File: config.mk
export PLATFORM = sky130hd
export DESIGN_NAME = inst_fetch
export DESIGN_NICKNAME = d
export VERILOG_FILES = /design/src/rtl/inst_fetch.sv
export SDC_FILE = /design/constraint.sdc
export NUM_CORES = 1
export LEC_CHECK = 0
export ABC_CLOCK_PERIOD_IN_PS = 2500
export BUFFER_PORTS_ARGS = -buffer_cell sky130_fd_sc_hd__buf_4
export CAP_MARGIN = 10
export CORE_ASPECT_RATIO = 0.6
export CORE_UTILIZATION = 35
export CTS_BUF_LIST = sky130_fd_sc_hd__clkbuf_4 sky130_fd_sc_hd__clkbuf_8 sky130_fd_sc_hd__clkbuf_16
export DETAILED_ROUTE_END_ITERATION = 8
export MAX_ROUTING_LAYER = met4
export PLACE_DENSITY = 0.59
export SYNTH_ARGS = -nofsm -noshare
export SYNTH_HDL_FRONTEND = slang
export SYNTH_SLANG_ARGS = --single-unit
export TNS_END_PERCENT = 10
File: constraint.sdc
create_clock -name clk -period 2.5 [get_ports clk]
set_input_delay 0.5 -clock clk [delete_from_list [all_inputs] [get_ports clk]]
set_output_delay 0.5 -clock clk [all_outputs]
set_load 0.05 [all_outputs]
File: src/rtl/inst_fetch.sv
// Instruction fetch stage: drives the instruction-memory handshake and fills the IF/ID register.
// A one-entry buffer absorbs a response that arrives while decode is stalled.
module inst_fetch #(
    parameter logic [31:0] RESET_PC = 32'h0000_0000,
    parameter logic [31:0] NOP      = 32'h0000_0013
) (
    input  logic        clk,
    input  logic        rst_n,
    input  logic        stall,
    input  logic        redirect,
    input  logic [31:0] redirect_pc,
    output logic        imem_req,
    output logic [31:0] imem_addr,
    input  logic        imem_ready,
    input  logic [31:0] imem_rdata,
    output logic        ifid_valid,
    output logic [31:0] ifid_pc,
    output logic [31:0] ifid_inst,
    output logic [4:0]  ifid_opcode
);

    localparam logic [1:0] FETCH = 2'd0;
    localparam logic [1:0] HOLD  = 2'd1;
    localparam logic [1:0] DROP  = 2'd2;

    logic [1:0]  r_state;
    logic [31:0] r_pc;
    logic [31:0] r_stale_addr;
    logic [31:0] r_buf_pc;
    logic [31:0] r_buf_inst;
    logic        r_ifid_valid;
    logic [31:0] r_ifid_pc;
    logic [31:0] r_ifid_inst;

    logic [31:0] w_redirect_target;
    logic [31:0] w_pc_inc;

    assign w_redirect_target = redirect_pc & ~32'h0000_0003;
    assign w_pc_inc          = r_pc + 32'd4;

    // Request is gated by rst_n so it rises in the very cycle reset is released.
    assign imem_req    = rst_n && (r_state != HOLD);
    assign imem_addr   = (r_state == DROP) ? r_stale_addr : r_pc;

    assign ifid_valid  = r_ifid_valid;
    assign ifid_pc     = r_ifid_pc;
    assign ifid_inst   = r_ifid_inst;
    assign ifid_opcode = r_ifid_inst[6:2];

    always_ff @(posedge clk) begin
        if (!rst_n) begin
            r_state      <= FETCH;
            r_pc         <= RESET_PC;
            r_stale_addr <= 32'd0;
            r_buf_pc     <= 32'd0;
            r_buf_inst   <= NOP;
            r_ifid_valid <= 1'b0;
            r_ifid_pc    <= 32'd0;
            r_ifid_inst  <= NOP;
        end else if (redirect) begin
            r_ifid_valid <= 1'b0;
            r_ifid_pc    <= 32'd0;
            r_ifid_inst  <= NOP;
            r_buf_pc     <= 32'd0;
            r_buf_inst   <= NOP;
            r_pc         <= w_redirect_target;
            // An unanswered request must still be drained; keep presenting its address.
            if ((r_state != HOLD) && !imem_ready) begin
                r_state <= DROP;
                if (r_state == FETCH) begin
                    r_stale_addr <= r_pc;
                end
            end else begin
                r_state <= FETCH;
            end
        end else begin
            case (r_state)
                FETCH: begin
                    if (imem_ready) begin
                        r_pc <= w_pc_inc;
                        if (stall) begin
                            r_buf_pc   <= r_pc;
                            r_buf_inst <= imem_rdata;
                            r_state    <= HOLD;
                        end else begin
                            r_ifid_valid <= 1'b1;
                            r_ifid_pc    <= r_pc;
                            r_ifid_inst  <= imem_rdata;
                        end
                    end else if (!stall) begin
                        r_ifid_valid <= 1'b0;
                        r_ifid_pc    <= 32'd0;
                        r_ifid_inst  <= NOP;
                    end
                end
                HOLD: begin
                    if (!stall) begin
                        r_ifid_valid <= 1'b1;
                        r_ifid_pc    <= r_buf_pc;
                        r_ifid_inst  <= r_buf_inst;
                        r_buf_pc     <= 32'd0;
                        r_buf_inst   <= NOP;
                        r_state      <= FETCH;
                    end
                end
                DROP: begin
                    if (imem_ready) begin
                        r_state <= FETCH;
                    end
                end
                default: begin
                    r_state <= FETCH;
                end
            endcase
        end
    end

endmodule

==> results.md, run 1 <==
* Synth Register Bits at 187
* Layout Skew at 11.5 ps
* Antenna cells at 0
* Final Util at 45.6%
* Starting Density at 35.7%
* Primary FF master, synth: dfxtp_1
* Clk slew on worst S/H paths at 80 ps
* Post-Synth XOR/XNOR Area at 1.06%
* Max-Cap Viols at 0
* Synth top area cells: dfxtp_1, nand2_1, a311oi_1, nand3_1, clkbuf_1
* Minimum clock period at 2430 ps
* Synth Area in Compound Gates at 20.1%
* Post-Synth Simple-Gate Area at 23.0%
* CP Launch Type: flop
* Register area share after synthesis at 45.5%
* Die Height at 121 µm
* Worst-path maximum fanout at 20
* Final nets at 1184
* Crit. End Element: primary output
* Gpl congestion at 0.831
* All-Layer GR Usage at 21.6%
* YS warnings at 0
* Fin Setup TNS at 0 ps
* Clock share of power at 40.0%
* Pwr dens at 687 nW/µm²
* Cells after DPL at 1410
* Final non-filler cell total at 1442
* Area share of the largest cell type after synthesis at 45.5%
* WL met1 at 12600 µm
* Met3 wire len at 1710 µm
* Vias in the first global route at 7013
* GRT overflow at 0
* CTS sink cnt at 187
* Total design power at 7230 µW
* Crit. Startpoint: r_state[1]
* First-pass GRT wire length at 39300 µm
* Min-delay worst type: in -> reg
* Slew margin rel. at 62.9%
* Sum of buffers and inverters on the critical path at 3
* Post-DP Area at 9900 µm²
* Switching share of power at 29.2%
* Die area at 24200 µm²
* Avg Cell Area, Syn at 8.35 µm²
* Layout cells sized above 1 at 26.0%
* Routed vias at 7738
* Combinational power share at 16.0%
* Die extent in x at 200 µm
* CTS tree: built
* Outcome: finished clean
* Core Region at 23100 µm²
* CTS root buffer: clkbuf_16
* Fin. Hold Viols at 0
* I/O Pins at 172
* Flop pwr share at 44.0%
* Leading area contributor after synthesis: dfxtp_1
* Initial antenna violation count at 0
* RSZ-0062 raised after global routing: false
* Area Growth Syn to Fin at 27.8%
* Max rail drop VDD at 466 µV
* Multiplexer area fraction after synthesis at 4.10%
* Final Cell Area at 10500 µm²
* CP max stage cell: mux2_2
* Starting DRT DRC Count at 490
* Crit path required time at 2000 ps
* DR DRC count at 0
* Synth cell count leaders: dfxtp_1, nand2_1, nand3_1, clkbuf_1, nor2_1
* Data arrival, critical path at 1930 ps
* Max Slew Vio Count at 0
* Highest Signal Layer: met4
* Pint at 5120 µW
* Worst hold start: imem_rdata[21]
* Clock buffer depth at 2
* Worst-margin pin slew at 550 ps
* Switching power at 2110 µW
* Post-DP HPWL at 16700 µm
* Asr flop ratio synth at 0%
* Post-synthesis adder-cell area fraction at 0.273%
* Post-Synthesis Cells at 987
* Clk_lat worst skew at 440 ps
* Leakage power at 0.00396 µW
* Count leader, synth: dfxtp_1
* Period utilization at 97.0%
* Main combinational cell family by area after synthesis: simple AND/OR/NAND/NOR gates
* Critical path type: reg -> out
* Crit-path max cell delay at 380 ps
* Met2 wire length at 10600 µm
* CTS buffer count at 17
* CTS hold repair buffers at 0
* Critical path's top delay family: buffers and inverters
* Via/cell ratio at 5.37
* Pre-antenna DRT Iters at 5
* Peak Freq at 412 MHz
* Post-synth EDFFs at 0
* H-tree level count at 4
* Yosys cell types at 48
* CP cell instances: buf_4 -> nand2b_1 -> buf_6 -> mux2_2 -> buf_4
* Pin count of the biggest net entering global routing at 45
* Post-DRT Antenna Nets at 0
* Std-Cell Rows at 43
* Crit path top cell by count: buf_4
* Setup Viol. Count Final at 0
* FF-to-FF Start: r_pc[17]
* Port bufs at 165
* Mapped Area at 8240 µm²
* Routed WL per cell at 17.5 µm
* Drt total wl at 25200 µm
-- layer usage --
layer | GRT usage (%) | vias to the layer above
li1 | - | 3785
met1 | 32.1 | 3680
met2 | 29.7 | 258
met3 | 4.24 | 15
met4 | 5.06 | 0
met5 | - | -
-- power by group through the flow --
stage               clock [µW]  combinational [µW]  sequential [µW]
global placement             0                1150             3240
detailed placement           0                1160             3250
floorplan                    0                 622             3350
CTS                       2960                1160             3180
finish                    2890                1160             3180
global route              3070                1240             3190
-- worst paths after layout --
path | to | slack (ps) | cells past startpoint
setup / recovery | imem_addr[30] | 70 | 5
hold / removal | r_buf_inst[21] | 280 | 2
setup reg to reg | r_pc[29] | 220 | 4
hold reg to reg | r_buf_pc[16] | 450 | 2
-- state kept, by name (all words and copies together), names as in the netlist --
name          count
ifid_inst        32
ifid_pc          30
r_buf_inst       32
r_buf_pc         30
r_pc             30
r_stale_addr     30
r_state           2
ifid_valid        1
-- cell type report --
type	count	area [µm²]
clock inverter	14	183
clock buffer	18	439
fill	2247	12600
inverter	4	15.0
tap	315	394
timing repair buffer	220	1690
multi-input combinational	684	4060
sequential	187	3740
-- per-stage QoR --
| stage | setup slack (ps) | hold WS [ps] |
|---|---|---|
| 2_1_floorplan | 330 | 432 |
| 3_3_place_gp | 159 | 439 |
| 3_5_place_dp | 136 | 444 |
| 4_1_cts | 15.0 | 261 |
| 5_1_grt | 20.0 | 268 |
| 6_report | 74.4 | 281 |
-- kinds of logic after synthesis --
| family | after synthesis |
|---|---|
| flip-flops | 187 |
| buffers and inverters | 119 |
| other | 1 |
| AND/OR/NAND/NOR | 411 |
| AO/OA/AOI/OAI | 227 |
| XOR/XNOR | 10 |
| adder cells (fa/ha/maj) | 2 |
| multiplexers | 30 |
-- timing repair --
| action | 4_1_cts | 5_1_grt |
|---|---|---|
| buffers inserted | 0 | 0 |
| endpoints found under the setup margin | 0 | 18 |
| resized for setup | 0 | 1 |
-- layout by cell type (no fill, tap or decap), types with 3 or more instances in the layout --
master     synthesis  routed
nand3b_1           4       4
o31ai_1            9       9
nor4_1             6       5
nand2_1          164     163
o21ai_0           31      31
xor2_1             4       4
o311a_1            3       3
a31oi_1           11      11
a311oi_1          61      61
nand3_1          102     102
a22o_1            30      30
conb_1             1       4
buf_4              9     216
xnor2_1            6       6
nand4_1           10      10
or4_1             12      12
mux2_2            30      30
inv_1              3       3
nand2b_1           7       6
o211ai_1           3       3
nor3b_1            4       4
o211a_1            5       5
nor2_1            70      67
or3_1              6       6
nor3_1            11      11
a211oi_1           3       3
buf_12             0       3
inv_6              0       5
clkbuf_16          0      17
dfxtp_1          187     187
nor2b_1            4       3
and4_1             4       4
a21oi_1           37      36
a21boi_0          30      30
bufinv_16          0       3
Power figures use the tool's default switching activity.
==> run 2: changes to the inputs <==
PLACE_DENSITY = not set   (was 0.59)
==> results.md, run 2 (synthesis results as in run 1) <==
* Outcome: finished clean
* Final worst slack at 106 ps
* # Post-CTS Setup Buffers at 0
* CP max stage cell: mux2_2
* Crit-path max cell delay at 380 ps
* Worst-margin pin slew at 578 ps
* Clk slew on worst S/H paths at 70 ps
* CTS tree: built
* Max rail drop VDD at 514 µV
* Pwr dens at 685 nW/µm²
* Port bufs at 165
* Post-DRT Antenna Nets at 0
* Most frequent cells in the layout: buf_4, dfxtp_1, nand2_1
* Die Height at 121 µm
* CTS sink cnt at 187
* Die extent in x at 200 µm
* Routed WL per cell at 17.3 µm
* Via/cell ratio at 5.38
* Area Growth Syn to Fin at 27.4%
* Slew margin rel. at 61.5%
* Pre-CTS setup slack at 148 ps
* H-tree level count at 4
* Sum of buffers and inverters on the critical path at 3
* All-Layer GR Usage at 21.2%
* Core Region at 23100 µm²
* Crit path required time at 2000 ps
* CP Launch Type: flop
* CP cell instances: buf_4 -> nand2b_1 -> buf_12 -> mux2_2 -> buf_4
* DR DRC count at 0
* I/O Pins at 172
* Post-DP Area at 9880 µm²
* Period utilization at 95.8%
* PostCTS Resize Cnt at 0
* Gpl congestion at 0.840
* Clk_lat worst skew at 430 ps
* Layout cells sized above 1 at 25.7%
* Critical path's top delay family: buffers and inverters
* Starting Density at 35.7%
* Critical path type: reg -> out
* Crit. End Element: primary output
* Routed vias at 7736
* Layout Skew at 8.53 ps
* Final nets at 1180
* Die area at 24200 µm²
* CTS hold repair buffers at 0
* CTS root buffer: clkbuf_16
* Minimum clock period at 2390 ps
* Leakage power at 0.00394 µW
* Post-DP HPWL at 16500 µm
* First-pass GRT wire length at 38700 µm
* Crit path top cell by count: buf_4
* Pin count of the biggest net entering global routing at 71
* Worst-path maximum fanout at 30
* Fin. Hold Viols at 0
* Std-Cell Rows at 43
* Starting DRT DRC Count at 521
* Antenna cells at 0
* Peak Freq at 418 MHz
* Final Cell Area at 10500 µm²
* GRT overflow at 0
* Setup Viol. Count Final at 0
* Max Slew Vio Count at 0
* Data arrival, critical path at 1890 ps
* Max-Cap Viols at 0
* Pre-antenna DRT Iters at 5
* Commonest non-fill, non-tap cell in the layout: buf_4
* CTS buffer count at 17
* Drt total wl at 24900 µm
* RSZ-0062 raised after global routing: false
* Fin Setup TNS at 0 ps
* Clock buffer depth at 2
* Vias in the first global route at 6913
* Min-delay worst type: in -> reg
* # fillers at 2323
* Initial antenna violation count at 0
## run 2: cell types whose count changed in the layout (fill, tap and decap cells not counted)
cell and delta:
clkinv_4 -2, clkinvlp_4 +1, buf_12 +1, clkbuf_8 +2
inv_8 -1, clkbuf_4 +1, clkinv_2 +3, buf_6 -1
inv_6 -4, buf_4 -4
## run 2: routing by layer
| layer | global-route usage, % | up-vias | part of all wire [%] |
|---|---|---|---|
| met5 | - | - | 0 |
| met4 | 3.96 | 0 | 0.67 |
| met3 | 4.83 | 12 | 6.3 |
| met2 | 29.2 | 205 | 42 |
| met1 | 31.3 | 3739 | 51 |
| li1 | - | 3780 | - |
## run 2: where the power goes
group	switching (µW)	internal (µW)	total, µW	leakage, µW
clock	1200	1660	2870	0.000299
sequential	92.9	3090	3180	0.00152
combinational	750	398	1150	0.00212
## run 2: worst reg2reg max path, cell delays in order, from the launching register on
cell,delay [ps]
dfxtp_1,470
ha_1,280
nand4_1,220
or3_1,510
or4_1,510
a31oi_1,160
## run 2: cell type report
| type | instances | area, µm² | area share [%] |
|---|---|---|---|
| inverters | 4 | 15.0 | 0.143 |
| clock buffers | 21 | 474 | 4.52 |
| flip-flops and latches | 187 | 3740 | 35.7 |
| repair buffers | 216 | 1670 | 15.9 |
| clock inverters | 11 | 141 | 1.35 |
| multi-input cells | 684 | 4060 | 38.7 |
| well taps | 315 | 394 | 3.75 |
## run 2: per-stage QoR
stage	instances	hold slack (ps)	util [%]	power, µW
2_1_floorplan	990	432	-	3970
3_3_place_gp	1406	440	42.8	4390
3_5_place_dp	1406	444	42.8	4400
4_1_cts	1438	272	45.5	7260
5_1_grt	1438	268	45.5	7470
6_report	1438	291	45.5	7200
## run 2: path summary, 6_finish.rpt
kind	slack, ps	startpoint	endpoint	depth (start not counted)
hold / removal	290	imem_rdata[15]	r_buf_inst[15]	2
hold reg to reg	450	r_buf_pc[9]	r_buf_pc[9]	2
setup / recovery	110	r_state[1]	imem_addr[30]	5
setup reg to reg	290	r_pc[3]	r_pc[30]	5
==> run 3: changes to the inputs <==
CORE_MARGIN = 8   (was not set)
==> results.md, run 3 (synthesis results as in run 1) <==
* Outcome: finished clean
* Pre-antenna DRT Iters at 6
* Max-Cap Viols at 0
* Hold WS at 293 ps
* CTS tree: built
* Die area at 28900 µm²
* CP Launch Type: flop
* Combinational power share at 16.3%
* CTS root buffer: clkbuf_16
* Fin. Hold Viols at 0
* Critical path type: reg -> out
* Pint at 5080 µW
* PostCTS Resize Cnt at 0
* Data arrival, critical path at 1900 ps
* Die extent in x at 214 µm
* Flop pwr share at 44.7%
* All-Layer GR Usage at 18.0%
* Switching share of power at 28.6%
* GRT overflow at 0
* H-tree level count at 4
* Std-Cell Rows at 43
* Clock buffer depth at 2
* CP max stage cell: mux2_2
* Post-DP HPWL at 17600 µm
* Most frequent cells in the layout: buf_4, dfxtp_1, nand2_1
* Vias in the first global route at 7314
* Worst-margin pin slew at 627 ps
* Pin count of the biggest net entering global routing at 77
* Peak Freq at 417 MHz
* Leakage power at 0.00394 µW
* Fin Setup TNS at 0 ps
* Initial antenna violation count at 0
* CTS buffer count at 17
* Worst-path maximum fanout at 29
* Pwr dens at 679 nW/µm²
* Antenna cells at 0
* Minimum clock period at 2400 ps
* Total design power at 7120 µW
* CTS hold repair buffers at 0
* Crit-path max cell delay at 380 ps
* Setup Viol. Count Final at 0
* Drt total wl at 26000 µm
* # fillers at 2252
* Via/cell ratio at 5.39
* CTS sink cnt at 187
* I/O Pins at 172
* Period utilization at 96.0%
* Clock share of power at 39.1%
* Gpl congestion at 0.796
* Core Region at 23100 µm²
* Post-DRT Antenna Nets at 0
* Port bufs at 165
* Clk_lat worst skew at 430 ps
* Clk slew on worst S/H paths at 70 ps
* Starting Density at 35.7%
* Layout cells sized above 1 at 25.7%
* Crit path required time at 2000 ps
* Crit path top cell by count: buf_4
* CP cell instances: buf_4 -> nand2b_1 -> buf_12 -> mux2_2 -> buf_4
* Area Growth Syn to Fin at 27.3%
* Slew margin rel. at 58.2%
* Starting DRT DRC Count at 542
* Layout Skew at 10.3 ps
* Routed vias at 7747
* Commonest non-fill, non-tap cell in the layout: buf_4
* Final nets at 1179
* Routed WL per cell at 18.1 µm
* Die Height at 135 µm
* Crit. End Element: primary output
* Switching power at 2040 µW
* Min-delay worst type: in -> reg
* RSZ-0062 raised after global routing: false
* Max rail drop VDD at 478 µV
* First-pass GRT wire length at 41300 µm
* DR DRC count at 0
* # Post-CTS Setup Buffers at 0
* Max Slew Vio Count at 0
==> run 3: metal layers <==
layer	vias up	share of wire, %	global-route usage (%)
li1	3762	-	-
met1	3722	50	25.8
met2	249	44	26.0
met3	14	6.1	3.53
met4	0	0.68	3.86
met5	-	0	-
==> run 3: power by group through the flow <==
| stage | Clock [µW] | Sequential, µW | Combinational (µW) |
|---|---|---|---|
| after floorplan | 0 | 3350 | 622 |
| after global placement | 0 | 3240 | 1150 |
| after detailed placement | 0 | 3250 | 1160 |
| after CTS | 2840 | 3180 | 1160 |
| after global routing | 2970 | 3190 | 1240 |
| final | 2780 | 3180 | 1160 |
==> run 3: path summary, 6_finish.rpt <==
path	from	endpoint	slack, ps	cells past startpoint
max reg2reg	r_pc[17]	r_pc[31]	340	4
max	r_state[1]	imem_addr[26]	100	5
min	imem_rdata[24]	r_buf_inst[24]	290	2
min reg2reg	r_buf_pc[21]	r_buf_pc[21]	450	2
==> run 3: critical path: cells and delay by family, from the launching register on <==
kind	cells	cell delay, ps
buffers and inverters	3	610
DFF	1	310
muxes	1	380
and+or+nand+nor	1	160
==> run 3: final cells by class <==
| type | instances | area, µm² | area share, % |
|---|---|---|---|
| clock inverters | 10 | 113 | 1.07 |
| flip-flops and latches | 187 | 3740 | 35.7 |
| multi-input cells | 684 | 4060 | 38.7 |
| well taps | 315 | 394 | 3.76 |
| clock buffers | 22 | 488 | 4.65 |
| inverters | 4 | 15.0 | 0.143 |
| repair buffers | 215 | 1680 | 16.0 |
==> run 3: per-stage QoR <==
stage                     utilization (%)  setup WS (ps)  instances  cell area (µm²)
after floorplan                         -            330        990             8250
after global placement               42.8            175       1405             9890
after detailed placement             42.8            128       1405             9890
after CTS                            45.4           80.8       1437            10500
after global routing                 45.4           3.17       1437            10500
final                                45.4            101       1437            10500
